**config.mk**
```make
export PLATFORM = sky130hd
export DESIGN_NAME = ahb_split_mem_slave
export DESIGN_NICKNAME = d
export VERILOG_FILES = /design/src/rtl/ahb_pkg.sv /design/src/rtl/ahb_split_ctrl.sv /design/src/rtl/ahb_split_mem_slave.sv
export SDC_FILE = /design/constraint.sdc
export NUM_CORES = 2
export LEC_CHECK = 0
export CAP_MARGIN = 20
export CORE_UTILIZATION = 35
export CTS_BUF_LIST = sky130_fd_sc_hd__clkbuf_2 sky130_fd_sc_hd__clkbuf_4 sky130_fd_sc_hd__clkbuf_8
export CTS_CLUSTER_DIAMETER = 60
export DETAILED_ROUTE_END_ITERATION = 8
export GPL_TIMING_DRIVEN = 0
export PLACE_DENSITY = 0.52
export SKIP_LAST_GASP = 1
export SYNTH_ARGS = -nofsm -noshare
export SYNTH_HDL_FRONTEND = slang
export SYNTH_HIERARCHICAL = 1
export SYNTH_SLANG_ARGS = --single-unit
```
**constraint.sdc**
```tcl
create_clock -name hclk -period 2.75 [get_ports hclk]
set_input_delay 0.4125 -clock hclk [delete_from_list [all_inputs] [get_ports hclk]]
set_output_delay 0.4125 -clock hclk [all_outputs]
set_load 0.05 [all_outputs]
```
**src/rtl/ahb_pkg.sv**
```systemverilog
// Shared encodings for the AHB split memory slave.
//   - HTRANS_* : transfer type codes driven by the master.
//   - HRESP_*  : slave response codes.
//   - resp_state_e  : two-cycle response sequencer states.
//   - split_state_e : split read engine states.
package ahb_pkg;

  localparam logic [1:0] HTRANS_IDLE   = 2'b00;
  localparam logic [1:0] HTRANS_BUSY   = 2'b01;
  localparam logic [1:0] HTRANS_NONSEQ = 2'b10;
  localparam logic [1:0] HTRANS_SEQ    = 2'b11;

  localparam logic [1:0] HRESP_OKAY  = 2'b00;
  localparam logic [1:0] HRESP_ERROR = 2'b01;
  localparam logic [1:0] HRESP_RETRY = 2'b10;
  localparam logic [1:0] HRESP_SPLIT = 2'b11;

  typedef enum logic [1:0] {
    R_OKAY  = 2'b00,
    R_RESP1 = 2'b01,
    R_RESP2 = 2'b10
  } resp_state_e;

  typedef enum logic [1:0] {
    S_IDLE  = 2'b00,
    S_WAIT  = 2'b01,
    S_READY = 2'b10
  } split_state_e;

endpackage

```
**src/rtl/ahb_split_ctrl.sv**
```systemverilog
// Split read engine: owns the one outstanding split read.
//   hclk, hresetn   : clock, asynchronous active-low reset
//   rd_req          : an in-range read was accepted this cycle
//   rd_idx          : word index of that read
//   wr_en/wr_idx/wr_data : memory write completing this cycle
//   fetch_data      : memory word at lat_idx (write-forwarded by the caller)
//   split_resp      : answer the current read with SPLIT (engine takes it)
//   retry_resp      : answer the current read with RETRY (engine busy)
//   hit_resp        : current read is the re-issue; return hit_data, OKAY
//   hit_data        : buffered word, coherent with a same-cycle write
//   lat_idx         : latched word index of the outstanding split
//   split_in        : 1-cycle pulse to the arbiter, data is buffered
//   valid_aft_split_in : 1-cycle pulse in the data phase of the re-issue
//   state_o         : engine state for observation
module ahb_split_ctrl
  import ahb_pkg::*;
#(
  parameter int DATA_W    = 32,
  parameter int IDX_W     = 5,
  parameter int SPLIT_LAT = 8
) (
  input  logic              hclk,
  input  logic              hresetn,
  input  logic              rd_req,
  input  logic [IDX_W-1:0]  rd_idx,
  input  logic              wr_en,
  input  logic [IDX_W-1:0]  wr_idx,
  input  logic [DATA_W-1:0] wr_data,
  input  logic [DATA_W-1:0] fetch_data,
  output logic              split_resp,
  output logic              retry_resp,
  output logic              hit_resp,
  output logic [DATA_W-1:0] hit_data,
  output logic [IDX_W-1:0]  lat_idx,
  output logic              split_in,
  output logic              valid_aft_split_in,
  output split_state_e      state_o
);

  localparam int CNT_W = (SPLIT_LAT > 1) ? $clog2(SPLIT_LAT) : 1;
  localparam logic [CNT_W-1:0] CNT_LAST = CNT_W'((SPLIT_LAT > 0) ? SPLIT_LAT - 1 : 0);

  split_state_e      state_q, state_d;
  logic [CNT_W-1:0]  cnt_q, cnt_d;
  logic [IDX_W-1:0]  idx_q, idx_d;
  logic [DATA_W-1:0] buf_q, buf_d;
  logic              valid_q, valid_d;
  logic              wr_match;

  assign wr_match = wr_en && (wr_idx == idx_q);
  // A write landing on the latched word in the same cycle as the re-issue
  // must win over the stale buffer.
  assign hit_data = wr_match ? wr_data : buf_q;

  always_comb begin
    state_d    = state_q;
    cnt_d      = cnt_q;
    idx_d      = idx_q;
    buf_d      = buf_q;
    valid_d    = 1'b0;
    split_resp = 1'b0;
    retry_resp = 1'b0;
    hit_resp   = 1'b0;
    split_in   = 1'b0;
    unique case (state_q)
      S_IDLE: begin
        if (rd_req) begin
          split_resp = 1'b1;
          idx_d      = rd_idx;
          cnt_d      = '0;
          state_d    = S_WAIT;
        end
      end
      S_WAIT: begin
        cnt_d = cnt_q + CNT_W'(1);
        // The split master should not be re-granted yet, so any read here
        // (including an early re-issue) is turned away.
        if (rd_req) retry_resp = 1'b1;
        if (cnt_q == CNT_LAST) begin
          buf_d    = fetch_data;
          split_in = 1'b1;
          state_d  = S_READY;
        end
      end
      S_READY: begin
        if (wr_match) buf_d = wr_data;
        if (rd_req) begin
          if (rd_idx == idx_q) begin
            hit_resp = 1'b1;
            valid_d  = 1'b1;
            state_d  = S_IDLE;
          end else begin
            retry_resp = 1'b1;
          end
        end
      end
      default: state_d = S_IDLE;
    endcase
  end

  always_ff @(posedge hclk or negedge hresetn) begin
    if (!hresetn) begin
      state_q <= S_IDLE;
      cnt_q   <= '0;
      idx_q   <= '0;
      buf_q   <= '0;
      valid_q <= 1'b0;
    end else begin
      state_q <= state_d;
      cnt_q   <= cnt_d;
      idx_q   <= idx_d;
      buf_q   <= buf_d;
      valid_q <= valid_d;
    end
  end

  assign lat_idx            = idx_q;
  assign valid_aft_split_in = valid_q;
  assign state_o            = state_q;

endmodule

```
**src/rtl/ahb_split_mem_slave.sv**
```systemverilog
// AHB slave with a single-port word memory, a read-only low region and
// optional SPLIT-deferred reads.
//   hclk, hresetn : clock, asynchronous active-low reset
//   hsel, haddr, htrans, hwrite : address phase from decoder/master
//   hwdata        : write data, valid in the data phase
//   hready        : bus ready; the address phase is taken only when high
//   hready_out    : slave ready (low only in the first cycle of a non-OKAY)
//   hresp         : OKAY/ERROR/RETRY/SPLIT
//   hrdata        : read data, holds its last value otherwise
//   error         : pulse in the first cycle of every ERROR response
//   split_in      : pulse to the arbiter when split data is buffered
//   valid_aft_split_in : pulse when buffered split data is returned
//
// Handshake: a transfer is taken when hsel & hready & htrans is NONSEQ/SEQ;
// its data phase completes in the first cycle with hready_out high. OKAY is
// zero-wait; every other response is hready_out=0 then hready_out=1 with the
// same hresp code on both cycles.
module ahb_split_mem_slave
  import ahb_pkg::*;
#(
  parameter int DATA_W     = 32,
  parameter int ADDR_W     = 32,
  parameter int DEPTH      = 32,
  parameter int PROT_WORDS = 5,
  parameter int INIT_WORDS = 5,
  parameter int SPLIT_LAT  = 8
) (
  input  logic              hclk,
  input  logic              hresetn,
  input  logic              hsel,
  input  logic [ADDR_W-1:0] haddr,
  input  logic [1:0]        htrans,
  input  logic              hwrite,
  input  logic [DATA_W-1:0] hwdata,
  input  logic              hready,
  output logic              hready_out,
  output logic [1:0]        hresp,
  output logic [DATA_W-1:0] hrdata,
  output logic              error,
  output logic              split_in,
  output logic              valid_aft_split_in
);

  localparam int IDX_W = $clog2(DEPTH);
  localparam logic [IDX_W:0]  PROT_LIM = (IDX_W+1)'(PROT_WORDS);
  // One extra bit so 4*DEPTH never truncates against the address width.
  localparam logic [ADDR_W:0] ADDR_LIM = (ADDR_W+1)'(4 * DEPTH);
  localparam bit SPLIT_EN = (SPLIT_LAT > 0);

  resp_state_e       rstate_q, rstate_d;
  logic [1:0]        rcode_q, rcode_d;
  logic              wr_pend_q, wr_pend_d;
  logic [IDX_W-1:0]  wr_idx_q, wr_idx_d;
  logic [DATA_W-1:0] hrdata_q, hrdata_d;
  logic [DATA_W-1:0] mem_q [DEPTH];
  logic [DATA_W-1:0] mem_d [DEPTH];

  logic              is_xfer;
  logic              accept;
  logic              in_range;
  logic              prot;
  logic              rd_req;
  logic [IDX_W-1:0]  idx;
  logic [DATA_W-1:0] rd_fwd;
  logic [DATA_W-1:0] fetch_data;
  logic [1:0]        acc_code;

  logic              split_resp, retry_resp, hit_resp;
  logic [DATA_W-1:0] hit_data;
  logic [IDX_W-1:0]  lat_idx;
  split_state_e      split_state;
  logic [1:0]        dbg_unused;

  always_comb begin
    is_xfer = 1'b0;
    unique case (htrans)
      HTRANS_IDLE, HTRANS_BUSY: is_xfer = 1'b0;
      HTRANS_NONSEQ, HTRANS_SEQ: is_xfer = 1'b1;
      default: is_xfer = 1'b0;
    endcase
  end

  // The bus already holds hready low during R_RESP1; the extra term keeps the
  // sequencer safe if hready is ever sourced from elsewhere.
  assign accept   = hsel & hready & is_xfer & (rstate_q != R_RESP1);
  assign idx      = haddr[2 +: IDX_W];
  assign in_range = {1'b0, haddr} < ADDR_LIM;
  assign prot     = {1'b0, idx} < PROT_LIM;
  assign rd_req   = accept & ~hwrite & in_range & SPLIT_EN;

  // A read taken during the data phase of a write to the same word sees the
  // new data, since the memory only updates at the end of that cycle.
  assign rd_fwd     = (wr_pend_q && (wr_idx_q == idx))     ? hwdata : mem_q[idx];
  assign fetch_data = (wr_pend_q && (wr_idx_q == lat_idx)) ? hwdata : mem_q[lat_idx];

  ahb_split_ctrl #(
    .DATA_W    (DATA_W),
    .IDX_W     (IDX_W),
    .SPLIT_LAT (SPLIT_LAT)
  ) u_split_ctrl (
    .hclk               (hclk),
    .hresetn            (hresetn),
    .rd_req             (rd_req),
    .rd_idx             (idx),
    .wr_en              (wr_pend_q),
    .wr_idx             (wr_idx_q),
    .wr_data            (hwdata),
    .fetch_data         (fetch_data),
    .split_resp         (split_resp),
    .retry_resp         (retry_resp),
    .hit_resp           (hit_resp),
    .hit_data           (hit_data),
    .lat_idx            (lat_idx),
    .split_in           (split_in),
    .valid_aft_split_in (valid_aft_split_in),
    .state_o            (split_state)
  );

  // Engine state is brought out for observation only.
  assign dbg_unused = split_state;

  always_comb begin
    rstate_d  = rstate_q;
    rcode_d   = rcode_q;
    wr_pend_d = 1'b0;
    wr_idx_d  = wr_idx_q;
    hrdata_d  = hrdata_q;
    acc_code  = HRESP_OKAY;
    mem_d     = mem_q;
    if (wr_pend_q) mem_d[wr_idx_q] = hwdata;

    if (accept) begin
      if (hwrite) begin
        if (!in_range || prot) begin
          acc_code = HRESP_ERROR;
        end else begin
          wr_pend_d = 1'b1;
          wr_idx_d  = idx;
        end
      end else if (!in_range) begin
        acc_code = HRESP_ERROR;
      end else if (!SPLIT_EN) begin
        hrdata_d = rd_fwd;
      end else if (split_resp) begin
        acc_code = HRESP_SPLIT;
      end else if (retry_resp) begin
        acc_code = HRESP_RETRY;
      end else if (hit_resp) begin
        hrdata_d = hit_data;
      end
    end

    unique case (rstate_q)
      R_RESP1: rstate_d = R_RESP2;
      default: begin
        if (acc_code != HRESP_OKAY) begin
          rstate_d = R_RESP1;
          rcode_d  = acc_code;
        end else begin
          rstate_d = R_OKAY;
        end
      end
    endcase
  end

  always_ff @(posedge hclk or negedge hresetn) begin
    if (!hresetn) begin
      rstate_q  <= R_OKAY;
      rcode_q   <= HRESP_OKAY;
      wr_pend_q <= 1'b0;
      wr_idx_q  <= '0;
      hrdata_q  <= '0;
      for (int i = 0; i < DEPTH; i++) begin
        mem_q[i] <= (i < INIT_WORDS) ? DATA_W'(i + 1) : '0;
      end
    end else begin
      rstate_q  <= rstate_d;
      rcode_q   <= rcode_d;
      wr_pend_q <= wr_pend_d;
      wr_idx_q  <= wr_idx_d;
      hrdata_q  <= hrdata_d;
      for (int i = 0; i < DEPTH; i++) begin
        mem_q[i] <= mem_d[i];
      end
    end
  end

  assign hready_out = (rstate_q != R_RESP1);
  assign hresp      = (rstate_q == R_OKAY) ? HRESP_OKAY : rcode_q;
  assign hrdata     = hrdata_q;
  assign error      = (rstate_q == R_RESP1) && (rcode_q == HRESP_ERROR);

endmodule

```
==> run summary <==
Power
- PD cells: 572 nW/um2
- overall power of the completed layout: 35200 uW
- cell leakage power: 0.0260 uW
- maximum vdd drop: 485 uV

Placed design
- gpl congestion: 0.890
- worst slack, placed: -1.64 ns
- HPWL after DPL: 128 mm
- IO buf count: 105

Layout
- core utilization of the finished layout: 41.6%
- area grow syn2layout: 17.9%
- layout net count: 4219
- Filler Cells Inserted: 13946
- ratio of cells with drive above 1 in the final layout: 42.0%

Outcome
- violated checks: negative setup slack
- run status: complete, but fails checks

STA
- final-layout setup total negative slack: -0.0494 ns
- Setup violations, final: 2
- setup ws final: -0.0377 ns
- setup repair after global routing missed its margin: yes
- final worst-path cycle share: 101%
- number of hold violations in the final report: 0
- upper clock frequency limit: 359 MHz
- transition time at the pin with the least slew margin: 1.14 ns
- remaining max-slew budget at the tightest pin: 23.9%
- fin. max-slew vios: 0
- worst hold slack: 0.143 ns
- Period minus WS final: 2.79 ns
- worst clock skew on the final layout: 0.0567 ns

Synthesis
- most common cell in the netlist: sky130_fd_sc_hd__dfrtp_1
- main flop type after synthesis: sky130_fd_sc_hd__dfrtp_1
- Mean Syn Cell Area: 13.8 um2
- top post-synthesis cells by area: sky130_fd_sc_hd__dfrtp_1, sky130_fd_sc_hd__mux2_2, sky130_fd_sc_hd__mux2i_1
- flip-flop and latch count after synthesis: 1109
- post-synth design cell area: 52200 um2
- ranking of synthesized cells by instance count: sky130_fd_sc_hd__dfrtp_1, sky130_fd_sc_hd__mux2_2, sky130_fd_sc_hd__mux2i_1
- synth unique cells: 54
- number of warning messages in the yosys log: 6
- sequential element share of the synthesized area: 53.2%
- fraction of post-synthesis cell area in the top cell type by area: 52.8%
- number of flops mapped to enable cells by yosys: 0
- share of flip-flops with an asynchronous set or reset after synthesis: 100%
- syn nets: 3860
- cell accounting for the most synthesized area: sky130_fd_sc_hd__dfrtp_1
- number of instances in the synthesized netlist: 3784

GRT
- met3 GRT Util: 5.15%
- total congestion overflow after global routing: 0
- first-pass GRT wire length: 262 mm
- overall routing resource usage: 24.1%
- layer with the highest usage: met2
- met2 track demand over resource in global routing: 36.5%
- vias in the first global route: 35472
- met1 layer usage reported by global route: 33.1%
- maximum number of pins on one net before global-route repair: 170
- antenna violations before repair: 7

Detailed routing
- detailed-route DRC error count: 0
- via count: 34598
- drt pass-1 iters: 5
- wire length per cell after detailed routing: 29.2 um
- drt total wl: 182 mm
- initial drt markers: 2921
- routed via count divided by cell count: 5.55
- Final ANT Viol Nets: 0

Critical path
- CP endpoint: hrdata[0]
- kind of launch point of the worst setup path: register
- required time worst endpoint: 3.56 ns
- startpoint of the most critical register-to-register path: u_split_ctrl/lat_idx[4]
- FF-to-FF setup slack: -0.04 ns
- largest stage delay on the critical path: 0.51 ns
- origin of the worst setup path: u_split_ctrl/lat_idx[4]
- critical register-to-register path endpoint: hrdata[0]
- maximum fanout count along the critical path: 10
- Worst Setup End Kind: register
- number of logic stages on the critical path including buffering: 8
- slowest cell on the critical path: sky130_fd_sc_hd__dfrtp_2
- family with the most delay on the worst path: multiplexers
- Critical Setup Path Class: register to register
- Arr. time, crit path: 3.59 ns
- number of cells on the worst reg-to-reg path: 8
- Buffers & Inverters on Critical Path: 3
- Critical Path, Cell by Cell: buf_4 -> xnor2_1 -> nand4_4 -> nor2_4 -> buf_12 -> buf_4 -> mux2_2 -> mux2_2

Clock network
- Num Clock Sinks: 1109
- maximum root-to-sink buffer count: 3
- clk_lat worst skew: 0.94 ns
- register clock-pin slew on the reported worst setup and hold paths: 0.06 ns
- TritonCTS clock tree: yes
- master cell of the clock root buffer: sky130_fd_sc_hd__clkbuf_8
- clock buffers created by TritonCTS: 199
- maximum level of the CTS H-tree: 4

Hold path
- hold crit path type: input pin to async pin

Die
- initial core utilization: 35.3%
- IO Count: 109
- Floorplan Core Area: 148000 um2
- Die Span X: 388 um
- Cell Rows: 141
- Vert. Die Dim: 388 um
- area enclosed by the die boundary: 151000 um2

Flow run
- total of max-cap violations: 0

-- logic make-up (layout without fill, tap and decap cells) --
| kind of cell | Yosys count | count (layout) | synth area share, % |
|---|---|---|---|
| AOI/OAI and AO/OA | 467 | 467 | 7.18 |
| xor gates and xnor gates | 15 | 15 | 0.252 |
| adders and majority gates | 5 | 5 | 0.120 |
| buffers and inverters | 372 | 884 | 3.40 |
| muxes | 1610 | 1610 | 33.7 |
| and+or+nand+nor | 206 | 206 | 2.13 |
| other | 0 | 3 | 0 |
| DFF | 1109 | 1109 | 53.2 |
-- layout make-up --
cell class	count	area (um2)	area share, %
Inverter	6	22.5	0.0366
Tap cell	1930	2410	3.93
Clock buffer	329	4000	6.51
Multi-Input combinational cell	2303	23000	37.4
Buffer	366	2200	3.58
Clock inverter	25	289	0.470
Antenna cell	3	7.51	0.0122
Timing Repair Buffer	158	1790	2.91
Sequential cell	1109	27800	45.1
-- layer usage --
layer,part of all wire [%],routed length [um]
met5,0.014,26
met4,4.4,8000
met3,6.1,11000
met2,45,81100
met1,45,81600
-- worst min-delay path by stage --
stage | from | end | slack [ns]
after detailed placement | hresetn | mem_q[43] | 0.32
after global placement | mem_q[612] | mem_q[612] | 0.47
after global routing | hresetn | mem_q[11] | 0.13
final | hresetn | mem_q[111] | 0.14
after floorplan | hresetn | hrdata[0] | 0.12
after CTS | hresetn | mem_q[338] | 0.06
-- through the flow --
step,instances,area [um2]
floorplan,3784,52200
global placement,5819,55700
detailed placement,5842,56100
CTS,6206,61000
global route,6228,61500
finish,6229,61500
-- power by group --
part           internal, uW  switching (uW)
Clock                  9510            7190
Sequential            16700             184
Combinational           587             966
Total                 26800            8340
-- placed cells by master (no fill, tap or decap), types with 7 or more instances in the layout --
master / synthesis / layout
sky130_fd_sc_hd__a22oi_1: 159 / 156
sky130_fd_sc_hd__mux2_2: 1063 / 1063
sky130_fd_sc_hd__clkdlybuf4s50_1: 0 / 99
sky130_fd_sc_hd__clkbuf_2: 0 / 38
sky130_fd_sc_hd__buf_16: 0 / 16
sky130_fd_sc_hd__nor2_4: 5 / 8
sky130_fd_sc_hd__clkbuf_8: 0 / 247
sky130_fd_sc_hd__buf_2: 73 / 62
sky130_fd_sc_hd__a21oi_2: 0 / 10
sky130_fd_sc_hd__buf_4: 50 / 67
sky130_fd_sc_hd__o41ai_2: 32 / 30
sky130_fd_sc_hd__a221oi_1: 64 / 39
sky130_fd_sc_hd__o22ai_1: 34 / 32
sky130_fd_sc_hd__o211ai_1: 32 / 32
sky130_fd_sc_hd__buf_1: 61 / 49
sky130_fd_sc_hd__buf_8: 0 / 18
sky130_fd_sc_hd__buf_6: 5 / 18
sky130_fd_sc_hd__clkbuf_1: 171 / 124
sky130_fd_sc_hd__nand3_1: 34 / 34
sky130_fd_sc_hd__xor2_1: 9 / 9
sky130_fd_sc_hd__clkbuf_4: 3 / 98
sky130_fd_sc_hd__a22o_1: 65 / 65
sky130_fd_sc_hd__buf_12: 3 / 12
sky130_fd_sc_hd__nand4_1: 32 / 32
sky130_fd_sc_hd__dfrtp_1: 1102 / 1099
sky130_fd_sc_hd__dfstp_2: 7 / 7
sky130_fd_sc_hd__inv_6: 0 / 7
sky130_fd_sc_hd__mux2_4: 30 / 30
sky130_fd_sc_hd__a221oi_2: 0 / 21
sky130_fd_sc_hd__a21oi_1: 67 / 56
sky130_fd_sc_hd__nand2_1: 61 / 60
sky130_fd_sc_hd__mux2i_1: 512 / 511
sky130_fd_sc_hd__nor2_1: 25 / 19
-- registers in the layout, indices dropped and copies added (netlist names) --
signal and count:
u_split_ctrl/cnt_q 3, u_split_ctrl/valid_aft_split_in 1, rcode_q 2, wr_pend_q 1
wr_idx_q 5, u_split_ctrl/state_o 2, u_split_ctrl/buf_q 32, u_split_ctrl/lat_idx 5
hrdata 32, rstate_q 2, mem_q 1024
-- worst min-delay path, cell delays in order --
cell                            delay [ns]
sky130_fd_sc_hd__dlygate4sd3_1        0.61
sky130_fd_sc_hd__buf_16               0.17
sky130_fd_sc_hd__buf_16               0.26
-- timing repair --
action / 4_1_cts / 5_1_grt
buffers inserted: 8 / 17
endpoints found under the setup margin: 72 / 92
hold buffers: 2 / 0
gates resized for setup: 185 / 76
pin swaps: 11 / 14
gates cloned: 0 / 0
hold endpoints to repair: 498 / 0
Note: power is estimated with default switching activity, not from simulation.
